### src/rtl/reg_wr_arbiter.sv
// Write-port sequencer for the 8-bit register file: zero-fills every register after reset,
// then grants one writeback requester per cycle round-robin through a registered output stage.
module reg_wr_arbiter #(
  parameter int pw   = 3,
  parameter int NREQ = 3
) (
  input  logic               clk,
  input  logic               reset,
  input  logic               hold,
  input  logic [NREQ-1:0]    req_valid,
  input  logic [NREQ-1:0]    req_imm,
  input  logic [NREQ*pw-1:0] req_addr,
  input  logic [NREQ*8-1:0]  req_dat,
  output logic [NREQ-1:0]    req_ready,
  output logic               rf_wr_en,
  output logic               rf_alusrc,
  output logic [pw-1:0]      rf_wr_addr,
  output logic [7:0]         rf_dat,
  output logic [7:0]         rf_immed,
  output logic               pend_valid,
  output logic [pw-1:0]      pend_addr,
  output logic               init_done
);

  localparam int              RW       = (NREQ > 1) ? $clog2(NREQ) : 1;
  localparam logic [RW:0]     NREQ_W   = (RW+1)'(NREQ);
  localparam logic [RW-1:0]   LAST_IDX = RW'(NREQ - 1);
  localparam logic [pw-1:0]   CNT_LAST = '1;

  typedef enum logic {CLEAR, RUN} state_t;

  state_t          state_q, state_d;
  logic [pw-1:0]   cnt_q, cnt_d;
  logic [RW-1:0]   rr_q, rr_d;
  logic            wr_en_q, wr_en_d;
  logic            alusrc_q, alusrc_d;
  logic [pw-1:0]   addr_q, addr_d;
  logic [7:0]      dat_q, dat_d;
  logic [7:0]      immed_q, immed_d;
  logic            pv_q, pv_d;
  logic [pw-1:0]   paddr_q, paddr_d;
  logic            init_q, init_d;

  logic [NREQ-1:0] grant;
  logic [RW-1:0]   gidx;
  logic            found;
  logic [RW:0]     sum;
  logic [pw-1:0]   sel_addr;
  logic [7:0]      sel_dat;

  // Round-robin scan starting at rr_q; only the first valid requester is granted.
  always_comb begin
    grant = '0;
    gidx  = '0;
    found = 1'b0;
    sum   = '0;
    if (state_q == RUN && !hold) begin
      for (int k = 0; k < NREQ; k++) begin
        sum = {1'b0, rr_q} + k[RW:0];
        if (sum >= NREQ_W) sum = sum - NREQ_W;
        if (!found && req_valid[sum[RW-1:0]]) begin
          found                = 1'b1;
          grant[sum[RW-1:0]]   = 1'b1;
          gidx                 = sum[RW-1:0];
        end
      end
    end
  end

  assign sel_addr  = req_addr[int'(gidx)*pw +: pw];
  assign sel_dat   = req_dat[int'(gidx)*8 +: 8];
  assign req_ready = grant;

  always_comb begin
    state_d  = state_q;
    cnt_d    = cnt_q;
    rr_d     = rr_q;
    wr_en_d  = 1'b0;
    alusrc_d = 1'b0;
    addr_d   = addr_q;
    dat_d    = dat_q;
    immed_d  = immed_q;
    pv_d     = 1'b0;
    paddr_d  = paddr_q;
    init_d   = init_q | (state_q == RUN);
    case (state_q)
      CLEAR: begin
        wr_en_d = 1'b1;
        addr_d  = cnt_q;
        dat_d   = 8'h00;
        cnt_d   = cnt_q + 1'b1;
        if (cnt_q == CNT_LAST) state_d = RUN;
      end
      RUN: begin
        if (found) begin
          wr_en_d = 1'b1;
          pv_d    = 1'b1;
          rr_d    = (gidx == LAST_IDX) ? '0 : gidx + 1'b1;
          if (req_imm[gidx]) begin
            // Immediate loads always target r0 through the ALUSrc path; dat_in is left alone.
            alusrc_d = 1'b1;
            immed_d  = sel_dat;
            addr_d   = '0;
            paddr_d  = '0;
          end else begin
            dat_d   = sel_dat;
            addr_d  = sel_addr;
            paddr_d = sel_addr;
          end
        end
      end
      default: state_d = CLEAR;
    endcase
  end

  always_ff @(posedge clk or posedge reset) begin
    if (reset) begin
      state_q  <= CLEAR;
      cnt_q    <= '0;
      rr_q     <= '0;
      wr_en_q  <= 1'b0;
      alusrc_q <= 1'b0;
      addr_q   <= '0;
      dat_q    <= '0;
      immed_q  <= '0;
      pv_q     <= 1'b0;
      paddr_q  <= '0;
      init_q   <= 1'b0;
    end else begin
      state_q  <= state_d;
      cnt_q    <= cnt_d;
      rr_q     <= rr_d;
      wr_en_q  <= wr_en_d;
      alusrc_q <= alusrc_d;
      addr_q   <= addr_d;
      dat_q    <= dat_d;
      immed_q  <= immed_d;
      pv_q     <= pv_d;
      paddr_q  <= paddr_d;
      init_q   <= init_d;
    end
  end

  assign rf_wr_en   = wr_en_q;
  assign rf_alusrc  = alusrc_q;
  assign rf_wr_addr = addr_q;
  assign rf_dat     = dat_q;
  assign rf_immed   = immed_q;
  assign pend_valid = pv_q;
  assign pend_addr  = paddr_q;
  assign init_done  = init_q;

endmodule

### config.mk
export PLATFORM = sky130hd
export DESIGN_NAME = reg_wr_arbiter
export DESIGN_NICKNAME = d
export VERILOG_FILES = /design/src/rtl/reg_wr_arbiter.sv
export SDC_FILE = /design/constraint.sdc
export NUM_CORES = 1
export LEC_CHECK = 0
export CAP_MARGIN = 0
export CORE_MARGIN = 2
export CORE_UTILIZATION = 30
export DETAILED_ROUTE_END_ITERATION = 10
export GPL_TIMING_DRIVEN = 0
export REMOVE_ABC_BUFFERS = 1
export SYNTH_ARGS = -nofsm -noshare
export SYNTH_HDL_FRONTEND = slang
export SYNTH_SLANG_ARGS = --single-unit
### constraint.sdc
create_clock -name clk -period 2.4 [get_ports clk]
set_input_delay 0.48 -clock clk [delete_from_list [all_inputs] [get_ports clk]]
set_output_delay 0.48 -clock clk [all_outputs]
set_load 0.005 [all_outputs]
* Word level (Yosys, flattened, before mapping)
Cells that the tools add are included.
** Cells by class
- Multiply operators :: 1
- Mux-type cells :: 51
- Magnitude comparators :: 10
- Add/subtract/negate cells :: 7
- Reductions and logical operators :: 12
- Shift operators :: 2
- Equality and inequality tests :: 4
- Bitwise logic cells :: 4
** Operators by type and width (number)
- $mux 3 :: 8
- $shiftx 24x6->8 :: 1
- $mux 2 :: 11
- $mux 1 :: 20
- $mux 8 :: 2
- $pmux 8 s2 :: 1
- $lt 2x3->1 const B :: 4
- $shiftx 9x5->3 :: 1
- $bmux 1 s2 :: 4
- $demux 1 s2 :: 3
- $ge 2x1->1 const B :: 3
- $ge 3x2->1 const B :: 2
- $logic_and 1x1->1 :: 6
- $or 3x3->3 :: 2
- $pmux 3 s2 :: 1
- $sub 2x2->2 const B :: 3
- $mul 2x2->4 const B :: 1
- $reduce_and 2->1 :: 2
- $add 2x1->3 const B :: 1
- $add 2x2->3 const B :: 1
- $add 3x1->3 const B :: 1
- $eq 3x3->1 const B :: 1
- $logic_not 1->1 :: 3
- $reduce_and 3->1 :: 1
- other kinds (8) :: 8
** Word-level totals
- Output and inout port bits :: 29
- Bits in registers :: 32
- Bits of input ports :: 42
- Logic and storage cells :: 102

* Logic depth before layout (Yosys ltp)
- Word-level depth :: 20
- Mapped depth :: 12
- Mapped depth without buffers :: 9

* Worst setup path after synthesis
No wires, ideal clock.
- Path type :: reg2reg
- Start point :: register rr_q[0]
- End point :: register immed_q[7] (netlist: rf_immed[7])
- Arrival :: 2509 ps
- Library setup time :: 125 ps
- Required time :: 2275 ps
- Stages on the path, launching flop included :: 11
- Slack :: -234 ps
- Period minus slack after synthesis :: 2634 ps
- Path buffers :: 1
- Cells stage by stage :: dfrtp_1 inv_1 ha_1 buf_2 mux2i_1 o22ai_1 o21ba_2 nor2_1 o211ai_1 a21oi_4 mux2_2
** On the way
- Longest elaborated chain between the ends :: 18
- Elaborated cells on any way between the ends :: 38
- Classes of those cells :: add/sub: 5; order compare: 3; shift: 1; mux: 24; reduce/logical: 5
** Ends and longest elaborated chain
- start, declared :: line 34 : logic [RW-1:0] rr_q, rr_d;
- start signal, assigned :: line 132 : rr_q <= rr_d;
- branches (longest 18 deep; another with $add 2x1->3)
- end signal, assigned :: line 137 : immed_q <= immed_d;
- end, declared :: line 39 : logic [7:0] immed_q, immed_d;
Parallel ways; which one is timed is not known. The select of a mux whose other input is x is not followed.
A chain may end at the register's enable or synchronous reset.

* Final worst setup path
- Start point :: register rr_q[1]
- End point :: register dat_q[7] (netlist: rf_dat[7])
** On the way
- Longest elaborated chain between the ends :: 19
- Elaborated cells on any way between the ends :: 43
- Classes of those cells :: add/sub: 5; order compare: 3; eq/ne: 2; shift: 1; mux: 27; reduce/logical: 5
** Ends and longest elaborated chain
- branches (longest 19 deep; another with $add 2x1->3)
- end signal, assigned :: line 136 : dat_q <= dat_d;
- end, declared :: line 38 : logic [7:0] dat_q, dat_d;
Parallel ways; which one is timed is not known. The select of a mux whose other input is x is not followed.

==> out/summary.txt <==
yosys warns = 0
die outline area = 0.00698 mm^2
post-route cell area = 0.00315 mm^2
Cell Pwr Density = 1240 mW/mm^2
top cells by count, synth = dfrtp_1, inv_1, nand2_1, nand2b_1, mux2i_1
max_cap viols = 0
Clock Sinks = 32
Min-Delay Path Class = reg2reg
TritonCTS clock tree = yes
Die Wd = 83.6 um
Slew headroom = 0.612
most common flop cell mapped by yosys = dfrtp_1
worst reg2reg startpoint = rr_q[1]
DR pass1 iterations = 4
Peak Freq = 0.360 GHz
Worst Setup End Kind = flip-flop
Worst Setup Path Type = reg2reg
first-pass GRT wire length = 9410 um
routing usage on met2 = 0.284
Leak = 1.35 nW
core area = 0.00603 mm^2
post-route ant nets = 0
Starting Density = 0.315
CTS H-tree depth = 2
Final Skew = 0.00550 ns
Slew @ Worst Pin = 0.578 ns
port buffer count = 70
grt met1 use = 0.202
Clk Latency, worst-skew pair = 0.28 ns
Worst Hold Launch = init_done
Crit Path Max Fanout = 5
cells along the critical path = inv_2 -> buf_4 -> ha_2 -> nand3b_1 -> o21a_1 -> buf_4 -> a22oi_2 -> buf_4 -> nor3_4 -> or4_4 -> buf_12 -> a211oi_2 -> a31o_1
cts hold-fix bufs = 0
# rows = 28
Slew Limit Fails = 0
# nets final = 329
synth top area cells = dfrtp_1, mux2i_1, ha_1
initial antenna violation count = 0
Die H = 83.6 um
post-synth top area share = 0.422
Multi-input gate area = 0.00117 mm^2
Worst path slowest cell = or4_4
Worst R2R Setup Slack = -0.38 ns
Final setup viols = 26
status = complete, but fails checks
Cell Area, Synth = 0.00190 mm^2
FF-to-FF End = rf_dat[7]
IO Pins = 71
Fill cells = 582
Total GRT Usage = 0.166
Max VDD drop = 0.550 mV
DRC violations left = 0
RSZ-0062 raised after global routing = true
TritonCTS Buffers = 5
Yosys reg bits = 32
routed via count = 1782
Post-synth ARST share = 1.00
Avg WL per Cell = 16.2 um
post-synth top area cell = dfrtp_1
GRT overflow = 0
HPWL after DPL = 3650 um
GR Util met3 = 0.0435
vias in the first global route = 1907
Iteration-0 DRC Markers = 46
cells after synthesis = 189
number of flops mapped to enable cells by yosys = 0
vias per cell = 5.01
ant diodes = 0
busiest metal layer after global routing = met2
clock buffer depth = 2
count leader, synth = dfrtp_1
Hold Crit Depth = 1
Worst Setup Start Kind = flip-flop
largest net degree at the start of global routing = 33
Worst Slack Setup Final = -0.381 ns
clock-pin slew on the worst setup and hold paths = 0.07 ns
failing checks = setup timing
Crit path top cell by count = buf_4
layout cells sized above 1 = 0.313
Final Cycle Share = 1.16
worst-case reg-to-reg path depth = 13
Min Hold Slack = 0.473 ns
placed inst area = 0.00263 mm^2
Worst Path Arrival = 3.00 ns
Hold Fails Final Rpt = 0
synthesis-to-layout area growth = 66.0%
CP required = 2.62 ns
Avg Cell Area, Syn = 10.0 um^2
register area = 802 um^2
GP Congestion = 0.813
Root Driver = clkbuf_8
Cell variety after synth = 43
hold endpoint = init_done
crit-path max cell delay = 0.56 ns
min cycle time layout = 2.78 ns
register area share after synthesis = 0.422
aggregate routed wire length = 5760 um
worst max-delay path: cells and delay by family, from the launching register on:
kind                       cells  cell delay (ns)
AOI/OAI and AO/OA              4             0.62
adders and majority gates      1             0.19
buffers and inverters          5             0.72
and+or+nand+nor                3             0.81
DFF                            1             0.38
per-layer routing:
metal | vias to the layer above | share of wire
met5 | - | 0
met4 | 0 | 0.013
met3 | 9 | 0.054
met2 | 53 | 0.50
met1 | 860 | 0.43
li1 | 860 | -
cell families (layout without fill, tap and decap cells):
kind of cell               count (synthesis)  after routing  share of synthesized area
AOI/OAI and AO/OA                         56             56                      0.228
adders and majority gates                  6              6                     0.0395
and+or+nand+nor                           55             55                      0.159
muxes                                     16             16                     0.0902
xor gates and xnor gates                   1              1                    0.00461
DFF                                       32             32                      0.422
buffers and inverters                     23            115                     0.0567
placed cells by master (no fill, tap or decap), types with 6 or more instances in the layout:
cell / n
nor2_1: 7
nand3_1: 8
nand2_1: 10
clkdlybuf4s50_1: 64
o22ai_1: 8
o2bb2ai_1: 6
mux2i_1: 7
nand2b_1: 9
o21ai_2: 8
a21oi_1: 8
dfrtp_1: 31
inv_1: 8
buf_4: 17
state kept, by name (all words and copies together) (netlist names):
register	flops
rr_q	2
pend_valid	1
rf_immed	8
rf_alusrc	1
pend_addr	3
rf_wr_addr	3
rf_wr_en	1
init_done	1
state_q	1
rf_dat	8
cnt_q	3
worst max-delay path by stage:
stage               slack, ns     from             to  depth (start not counted)
floorplan               -0.86  state_q      rf_dat[0]                          4
global placement        -1.98  state_q  rf_wr_addr[0]                          5
detailed placement      -1.73  state_q      rf_dat[7]                          5
CTS                     -0.32  rr_q[0]      rf_dat[7]                         10
global route            -0.47  rr_q[1]      rf_dat[7]                         13
finish                  -0.38  rr_q[1]      rf_dat[7]                         13
what timing repair did:
| item | CTS | global route |
|---|---|---|
| cloned | 1 | 0 |
| gates resized for setup | 57 | 4 |
| pin swaps | 15 | 10 |
| buffers inserted | 22 | 3 |
| endpoints found under the setup margin | 30 | 28 |
power by group:
| group | switching [mW] | internal [mW] | total [mW] |
|---|---|---|---|
| Combinational | 1.18 | 1.47 | 2.65 |
| Clock | 0.189 | 0.197 | 0.386 |
| Sequential | 0.116 | 0.756 | 0.872 |
final cells by class:
class / instances / area share
repair buffers: 97 / 0.306
inverters: 11 / 0.0131
multi-input cells: 134 / 0.372
clock buffers: 6 / 0.0230
well taps: 75 / 0.0298
clock inverters: 1 / 0.00159
flip-flops and latches: 32 / 0.254
stage by stage:
step	TNS (ns)	power, mW	setup WS, ns	utilization	std cells
after floorplan	-13.23	1.98	-0.859	-	177
after global placement	-43.19	2.75	-1.98	0.436	322
after detailed placement	-36.99	2.77	-1.73	0.437	323
after CTS	-5.88	3.87	-0.317	0.516	353
after global routing	-10.06	4.18	-0.466	0.523	356
final	-8.06	3.91	-0.381	0.523	356
Note: power is estimated with default switching activity, not from simulation.
